### src/rtl/common_ram_prefetcher_if.sv
// Bundles the read-ahead prefetcher's RAM read port, flush request and
// consumer FIFO port.
//   master : prefetcher side (drives the RAM read request and the FIFO head)
//   slave  : environment side (RAM, flush source and consumer)
// Signals:
//   bus_read_vaild/address   request to common_ram
//   bus_read_ready/data      one-cycle response from common_ram
//   flush_valid/address      restart fetching at a new address
//   out_valid/ready          FIFO head handshake with the consumer
//   out_data/address/count   head word, its RAM address, FIFO occupancy
interface common_ram_prefetcher_if #(
    parameter int ADDR_WIDTH = 5,
    parameter int DATA_WIDTH = 32,
    parameter int DEPTH      = 4
);
    logic                      bus_read_vaild;
    logic                      bus_read_ready;
    logic [ADDR_WIDTH-1:0]     bus_read_address;
    logic [DATA_WIDTH-1:0]     bus_read_data;
    logic                      flush_valid;
    logic [ADDR_WIDTH-1:0]     flush_address;
    logic                      out_valid;
    logic                      out_ready;
    logic [DATA_WIDTH-1:0]     out_data;
    logic [ADDR_WIDTH-1:0]     out_address;
    logic [$clog2(DEPTH):0]    out_count;

    modport master (
        output bus_read_vaild, bus_read_address,
        output out_valid, out_data, out_address, out_count,
        input  bus_read_ready, bus_read_data,
        input  flush_valid, flush_address, out_ready
    );

    modport slave (
        input  bus_read_vaild, bus_read_address,
        input  out_valid, out_data, out_address, out_count,
        output bus_read_ready, bus_read_data,
        output flush_valid, flush_address, out_ready
    );
endinterface

### src/rtl/common_ram_prefetcher.sv
// Sequential read-ahead master for common_ram. Fetches consecutive word
// addresses (from RESET_ADDRESS or a flush target) with at most one read
// outstanding, and buffers {data, address} pairs in a DEPTH-entry FIFO.
// Ports:
//   clock  rising-edge clock
//   reset  synchronous, active-high
//   bus    common_ram_prefetcher_if.master (RAM read port, flush, FIFO out)
module common_ram_prefetcher #(
    parameter int ADDR_WIDTH    = 5,
    parameter int DATA_WIDTH    = 32,
    parameter int DEPTH         = 4,
    parameter int RESET_ADDRESS = 0
) (
    input  logic                     clock,
    input  logic                     reset,
    common_ram_prefetcher_if.master  bus
);
    localparam int PW = $clog2(DEPTH);
    localparam int CW = PW + 1;

    typedef enum logic [1:0] {
        IDLE,
        REQ,
        DRAIN
    } state_t;

    state_t                  state_q, state_d;
    logic [ADDR_WIDTH-1:0]   fetch_addr_q, fetch_addr_d;
    logic [ADDR_WIDTH-1:0]   drain_addr_q, drain_addr_d;
    logic [PW-1:0]           rd_ptr_q, rd_ptr_d;
    logic [PW-1:0]           wr_ptr_q, wr_ptr_d;
    logic [CW-1:0]           count_q, count_d;
    logic [DATA_WIDTH-1:0]   data_mem_q [DEPTH];
    logic [ADDR_WIDTH-1:0]   addr_mem_q [DEPTH];
    logic                    push;
    logic                    pop;

    always_comb begin
        state_d      = state_q;
        fetch_addr_d = fetch_addr_q;
        drain_addr_d = drain_addr_q;
        push         = 1'b0;
        // Flush outranks a consumer pop in the same cycle.
        pop          = (count_q != '0) && bus.out_ready && !bus.flush_valid;

        unique case (state_q)
            IDLE: begin
                if (bus.flush_valid) begin
                    fetch_addr_d = bus.flush_address;
                    state_d      = REQ;
                end else if (count_q < CW'(DEPTH)) begin
                    state_d = REQ;
                end
            end
            REQ: begin
                if (bus.flush_valid) begin
                    if (bus.bus_read_ready) begin
                        // Arriving word belongs to the old stream: drop it.
                        fetch_addr_d = bus.flush_address;
                        state_d      = REQ;
                    end else begin
                        // Bus address must stay put until the in-flight read
                        // completes, so the target is parked separately.
                        drain_addr_d = bus.flush_address;
                        state_d      = DRAIN;
                    end
                end else if (bus.bus_read_ready) begin
                    push         = 1'b1;
                    fetch_addr_d = fetch_addr_q + 1'b1;
                    if ((count_q + CW'(1) - CW'(pop)) < CW'(DEPTH)) begin
                        state_d = REQ;
                    end else begin
                        state_d = IDLE;
                    end
                end
            end
            DRAIN: begin
                if (bus.flush_valid) begin
                    drain_addr_d = bus.flush_address;
                end
                if (bus.bus_read_ready) begin
                    fetch_addr_d = bus.flush_valid ? bus.flush_address : drain_addr_q;
                    state_d      = REQ;
                end
            end
            default: state_d = IDLE;
        endcase
    end

    always_comb begin
        rd_ptr_d = rd_ptr_q;
        wr_ptr_d = wr_ptr_q;
        count_d  = count_q;
        if (bus.flush_valid) begin
            rd_ptr_d = '0;
            wr_ptr_d = '0;
            count_d  = '0;
        end else begin
            if (push) wr_ptr_d = wr_ptr_q + 1'b1;
            if (pop)  rd_ptr_d = rd_ptr_q + 1'b1;
            count_d = count_q + CW'(push) - CW'(pop);
        end
    end

    always_ff @(posedge clock) begin
        if (reset) begin
            state_q      <= IDLE;
            fetch_addr_q <= ADDR_WIDTH'(RESET_ADDRESS);
            drain_addr_q <= '0;
            rd_ptr_q     <= '0;
            wr_ptr_q     <= '0;
            count_q      <= '0;
        end else begin
            state_q      <= state_d;
            fetch_addr_q <= fetch_addr_d;
            drain_addr_q <= drain_addr_d;
            rd_ptr_q     <= rd_ptr_d;
            wr_ptr_q     <= wr_ptr_d;
            count_q      <= count_d;
        end
    end

    // Storage needs no reset: occupancy gates everything visible.
    always_ff @(posedge clock) begin
        if (push && !reset) begin
            data_mem_q[wr_ptr_q] <= bus.bus_read_data;
            addr_mem_q[wr_ptr_q] <= fetch_addr_q;
        end
    end

    assign bus.bus_read_vaild   = (state_q != IDLE);
    assign bus.bus_read_address = fetch_addr_q;
    assign bus.out_valid        = (count_q != '0);
    assign bus.out_count        = count_q;
    assign bus.out_data         = (count_q != '0) ? data_mem_q[rd_ptr_q] : '0;
    assign bus.out_address      = (count_q != '0) ? addr_mem_q[rd_ptr_q] : '0;
endmodule

### src/flat_wrapper.sv
// flat-port wrapper written by rule: the top's interface ports become plain ports
module common_ram_prefetcher_flat 
#(
    parameter int ADDR_WIDTH    = 5,
    parameter int DATA_WIDTH    = 32,
    parameter int DEPTH         = 4,
    parameter int RESET_ADDRESS = 0
)
  (clock, reset, bus_bus_read_vaild, bus_bus_read_address, bus_out_valid, bus_out_data, bus_out_address, bus_out_count, bus_bus_read_ready, bus_bus_read_data, bus_flush_valid, bus_flush_address, bus_out_ready);
  common_ram_prefetcher_if #(.ADDR_WIDTH(ADDR_WIDTH), .DATA_WIDTH(DATA_WIDTH), .DEPTH(DEPTH)) bus_i ();
  input  logic clock;
  input  logic reset;
  output wire logic [$bits(bus_i.bus_read_vaild)-1:0] bus_bus_read_vaild;
  output wire logic [$bits(bus_i.bus_read_address)-1:0] bus_bus_read_address;
  output wire logic [$bits(bus_i.out_valid)-1:0] bus_out_valid;
  output wire logic [$bits(bus_i.out_data)-1:0] bus_out_data;
  output wire logic [$bits(bus_i.out_address)-1:0] bus_out_address;
  output wire logic [$bits(bus_i.out_count)-1:0] bus_out_count;
  input wire logic [$bits(bus_i.bus_read_ready)-1:0] bus_bus_read_ready;
  input wire logic [$bits(bus_i.bus_read_data)-1:0] bus_bus_read_data;
  input wire logic [$bits(bus_i.flush_valid)-1:0] bus_flush_valid;
  input wire logic [$bits(bus_i.flush_address)-1:0] bus_flush_address;
  input wire logic [$bits(bus_i.out_ready)-1:0] bus_out_ready;
  assign bus_bus_read_vaild = bus_i.bus_read_vaild;
  assign bus_bus_read_address = bus_i.bus_read_address;
  assign bus_out_valid = bus_i.out_valid;
  assign bus_out_data = bus_i.out_data;
  assign bus_out_address = bus_i.out_address;
  assign bus_out_count = bus_i.out_count;
  assign bus_i.bus_read_ready = bus_bus_read_ready;
  assign bus_i.bus_read_data = bus_bus_read_data;
  assign bus_i.flush_valid = bus_flush_valid;
  assign bus_i.flush_address = bus_flush_address;
  assign bus_i.out_ready = bus_out_ready;
  common_ram_prefetcher #(.ADDR_WIDTH(ADDR_WIDTH), .DATA_WIDTH(DATA_WIDTH), .DEPTH(DEPTH), .RESET_ADDRESS(RESET_ADDRESS)) u_core (.clock(clock), .reset(reset), .bus(bus_i));
endmodule
### config.mk
export PLATFORM = sky130hd
export DESIGN_NAME = common_ram_prefetcher_flat
export DESIGN_NICKNAME = d
export VERILOG_FILES = /design/src/rtl/common_ram_prefetcher_if.sv /design/src/rtl/common_ram_prefetcher.sv /design/src/flat_wrapper.sv
export SDC_FILE = /design/constraint.sdc
export NUM_CORES = 1
export LEC_CHECK = 0
export ABC_AREA = 1
export CORE_MARGIN = 3
export CORE_UTILIZATION = 50
export CTS_CLUSTER_SIZE = 8
export DETAILED_ROUTE_END_ITERATION = 7
export PLACE_DENSITY = 0.73
export SYNTH_ARGS = -nofsm -noshare
export SYNTH_HDL_FRONTEND = slang
export SYNTH_SLANG_ARGS = --single-unit
### constraint.sdc
create_clock -name clock -period 3.8 [get_ports clock]
set_clock_uncertainty 0.05 [all_clocks]
set_input_delay 0.95 -clock clock [delete_from_list [all_inputs] [get_ports clock]]
set_output_delay 0.95 -clock clock [all_outputs]
set_load 0.005 [all_outputs]
==> metrics.csv <==
metric,value,unit
io_buffers,88,
cts_tree,built,
cap_viol_max_count,0,
drt_first_pass_iters,5,
crit_path_max_fanout,38,
crit_buf_inv,2,
total_power,0.00400,W
gr-total-overflow,0,
synth_compound_area_share,11.6,%
ir_worst_vdd,0.270,mV
grt_setup_unrepaired,no,
synthMuxAreaShare,0,%
synthesis.area,0.00706,mm²
pwr_density_cell,459,mW/mm²
synth_top_family_by_area,simple AND/OR/NAND/NOR gates,
cp.required,2.80,ns
synthTopCellsByCount,"nor2_1, edfxtp_1, o21ai_1, a21oi_1, nand2_1",
synth_fp_nets,685,
io_pins,89,
dieArea,0.0156,mm²
grt_pass1_wl,24500,µm
wl,14900,µm
p_leak,2.99,nW
core-area,0.0135,mm²
synthCells,630,
synth.avg_cell_area,11.2,µm²
slew_headroom,52.3,%
drv_slew,0,
num_rows,42,
grt_usage,19.8,%
n_fill_cell,999,
synth_async_sr_flop_share,0,%
hpwl,9170,µm
grt_max_degree,57,
finalSetupViolations,0,
cpPeakStageDelay,0.62,ns
ctsRootBufferMaster,clkbuf_16,
crit_slowest_cell,dfxtp_4,
finalHoldViolCount,0,
crit_chain,inv_2 > nor2_1 > o21ai_1 > a21oi_1 > clkdlybuf4s50_1,
synth_area_leaders,"edfxtp_1, nor2_1, dfxtp_1",
final_layout_size_suffix_gt1_share,7.28,%
initial_utilization,52.3,%
yosysTopAreaCell,edfxtp_1,
synth.distinct_cells,26,
synth-xor-area-share,0.248,%
cts_htree_levels,4,
ys.flop_type,edfxtp_1,
path_delay_family,buffers and inverters,
worst_slack,0.236,ns
cp.arrival,2.56,ns
ys.warnings.count,0,
clkSinkCount,169,
cts_hold_buf,0,
yosysSeqAreaShare,68.9,%
synth_top_cell_area_share,63.0,%
clock_path_buffers,2,
vias,4815,
drc,0,
via_per_inst,5.33,
status,"complete, no violations",
n_antenna_cell,0,
tightest_slew,0.714,ns
synth_edf_count,148,
wl_per_cell,16.5,µm
area_growth,23.3,%
period_minus_slack,3.56,ns
start_kind,flop,
drt_iter0_drc,468,
clk_pin_slew,0.06,ns
synth.most_common_cell,nor2_1,
clk_latency,0.42,ns
synthAdderAreaFrac,2.41,%
dp_slack,0.316,ns
fin_crit_sh,93.8,%
gp_congestion,0.870,
antenna_found_initial,0,
synth_seq_cells,169,
cts_inserted_buffers,17,
fmax,281,MHz
die_h,125,µm
die_x,125,µm
final_antenna_net_count,0,
final_nets,770,
path_class,reg -> out,
synthSimpleGateAreaFrac,12.3,%
hold_path.class,reg -> reg,
grt_pass1_vias,4959,
timing.setup.tns,0,ns
end_kind,output port,
routing by layer:
metal,track usage (%),up-vias,share of wire [%]
met1,24.8,2277,42
met4,8.23,0,2.1
met5,0,-,0
li1,-,2358,-
met3,4.89,30,5.6
met2,32.9,150,51
state kept, by name, summed over array words and instances (netlist names), named ones only:
register and cells:
u_core.data_mem_q 128, u_core.drain_addr_q 5, u_core.addr_mem_q 20, u_core.bus.out_count 3, u_core.bus.bus_read_address 5, u_core.wr_ptr_q 2
u_core.rd_ptr_q 2, u_core.state_q 2
worst paths after layout:
| path | slack (ns) | cells after the start | from | to |
|---|---|---|---|---|
| min reg2reg | 0.42 | 2 | u_core.rd_ptr_q[1] | flop |
| max reg2reg | 1.37 | 11 | u_core.bus.out_count[1] | u_core.bus.out_count[2] |
| min | 0.42 | 2 | u_core.rd_ptr_q[1] | flop |
| max | 0.24 | 5 | flop | bus_out_data[18] |
where the power goes:
group | internal, W | total [W] | switching, W
Sequential | 0.00205 | 0.00209 | 0.0000350
Clock | 0.000969 | 0.00164 | 0.000672
Combinational | 0.000126 | 0.000267 | 0.000141
Total | 0.00315 | 0.00400 | 0.000848
per-stage QoR:
| step | util (%) | hold WS, ns | std cells | instance area, µm² |
|---|---|---|---|---|
| floorplan | - | 0.392 | 630 | 7060 |
| global route | 64.4 | 0.452 | 904 | 8700 |
| detailed placement | 60.1 | 0.405 | 872 | 8120 |
| CTS | 64.4 | 0.420 | 904 | 8700 |
| finish | 64.4 | 0.421 | 904 | 8700 |
| global placement | 60.1 | 0.401 | 872 | 8120 |
what timing repair did:
action / CTS / global route
setup endpoints to repair: 37 / 0
buffers inserted: 0 / 0
gates resized for setup: 1 / 0
placed cells by master (no fill, tap or decap), types with 4 or more instances in the layout:
cell	instances
buf_12	5
ha_1	12
o21ai_1	69
a21oi_1	66
nor2_1	165
inv_1	26
clkbuf_8	4
nand3_1	6
nand2_1	44
clkdlybuf4s50_1	88
o21ai_0	22
nor2_4	4
inv_2	6
clkbuf_16	17
dfxtp_1	19
edfxtp_1	148
clkinvlp_4	4
final cells by class:
cell class                 count  area, µm²  share of cell area, %
timing repair buffer          96       1000                   11.5
multi-input combinational    399       1910                   22.0
inverter                      32        120                   1.38
clock inverter                10       93.8                   1.08
tap                          176        220                   2.53
sequential                   169       4870                   56.0
clock buffer                  22        484                   5.56
logic make-up after synthesis:
| group | Yosys count |
|---|---|
| AOI/OAI and AO/OA | 160 |
| xor gates and xnor gates | 2 |
| adders and majority gates | 13 |
| buffers and inverters | 62 |
| DFF | 169 |
| and+or+nand+nor | 224 |
tightest hold or removal path, delay by kind of cell (launching register included):
kind	cells	cell delay, ns
compound gates	1	0.07
buf+inv	1	0.06
flops	1	0.30
Power figures use the tool's default switching activity.
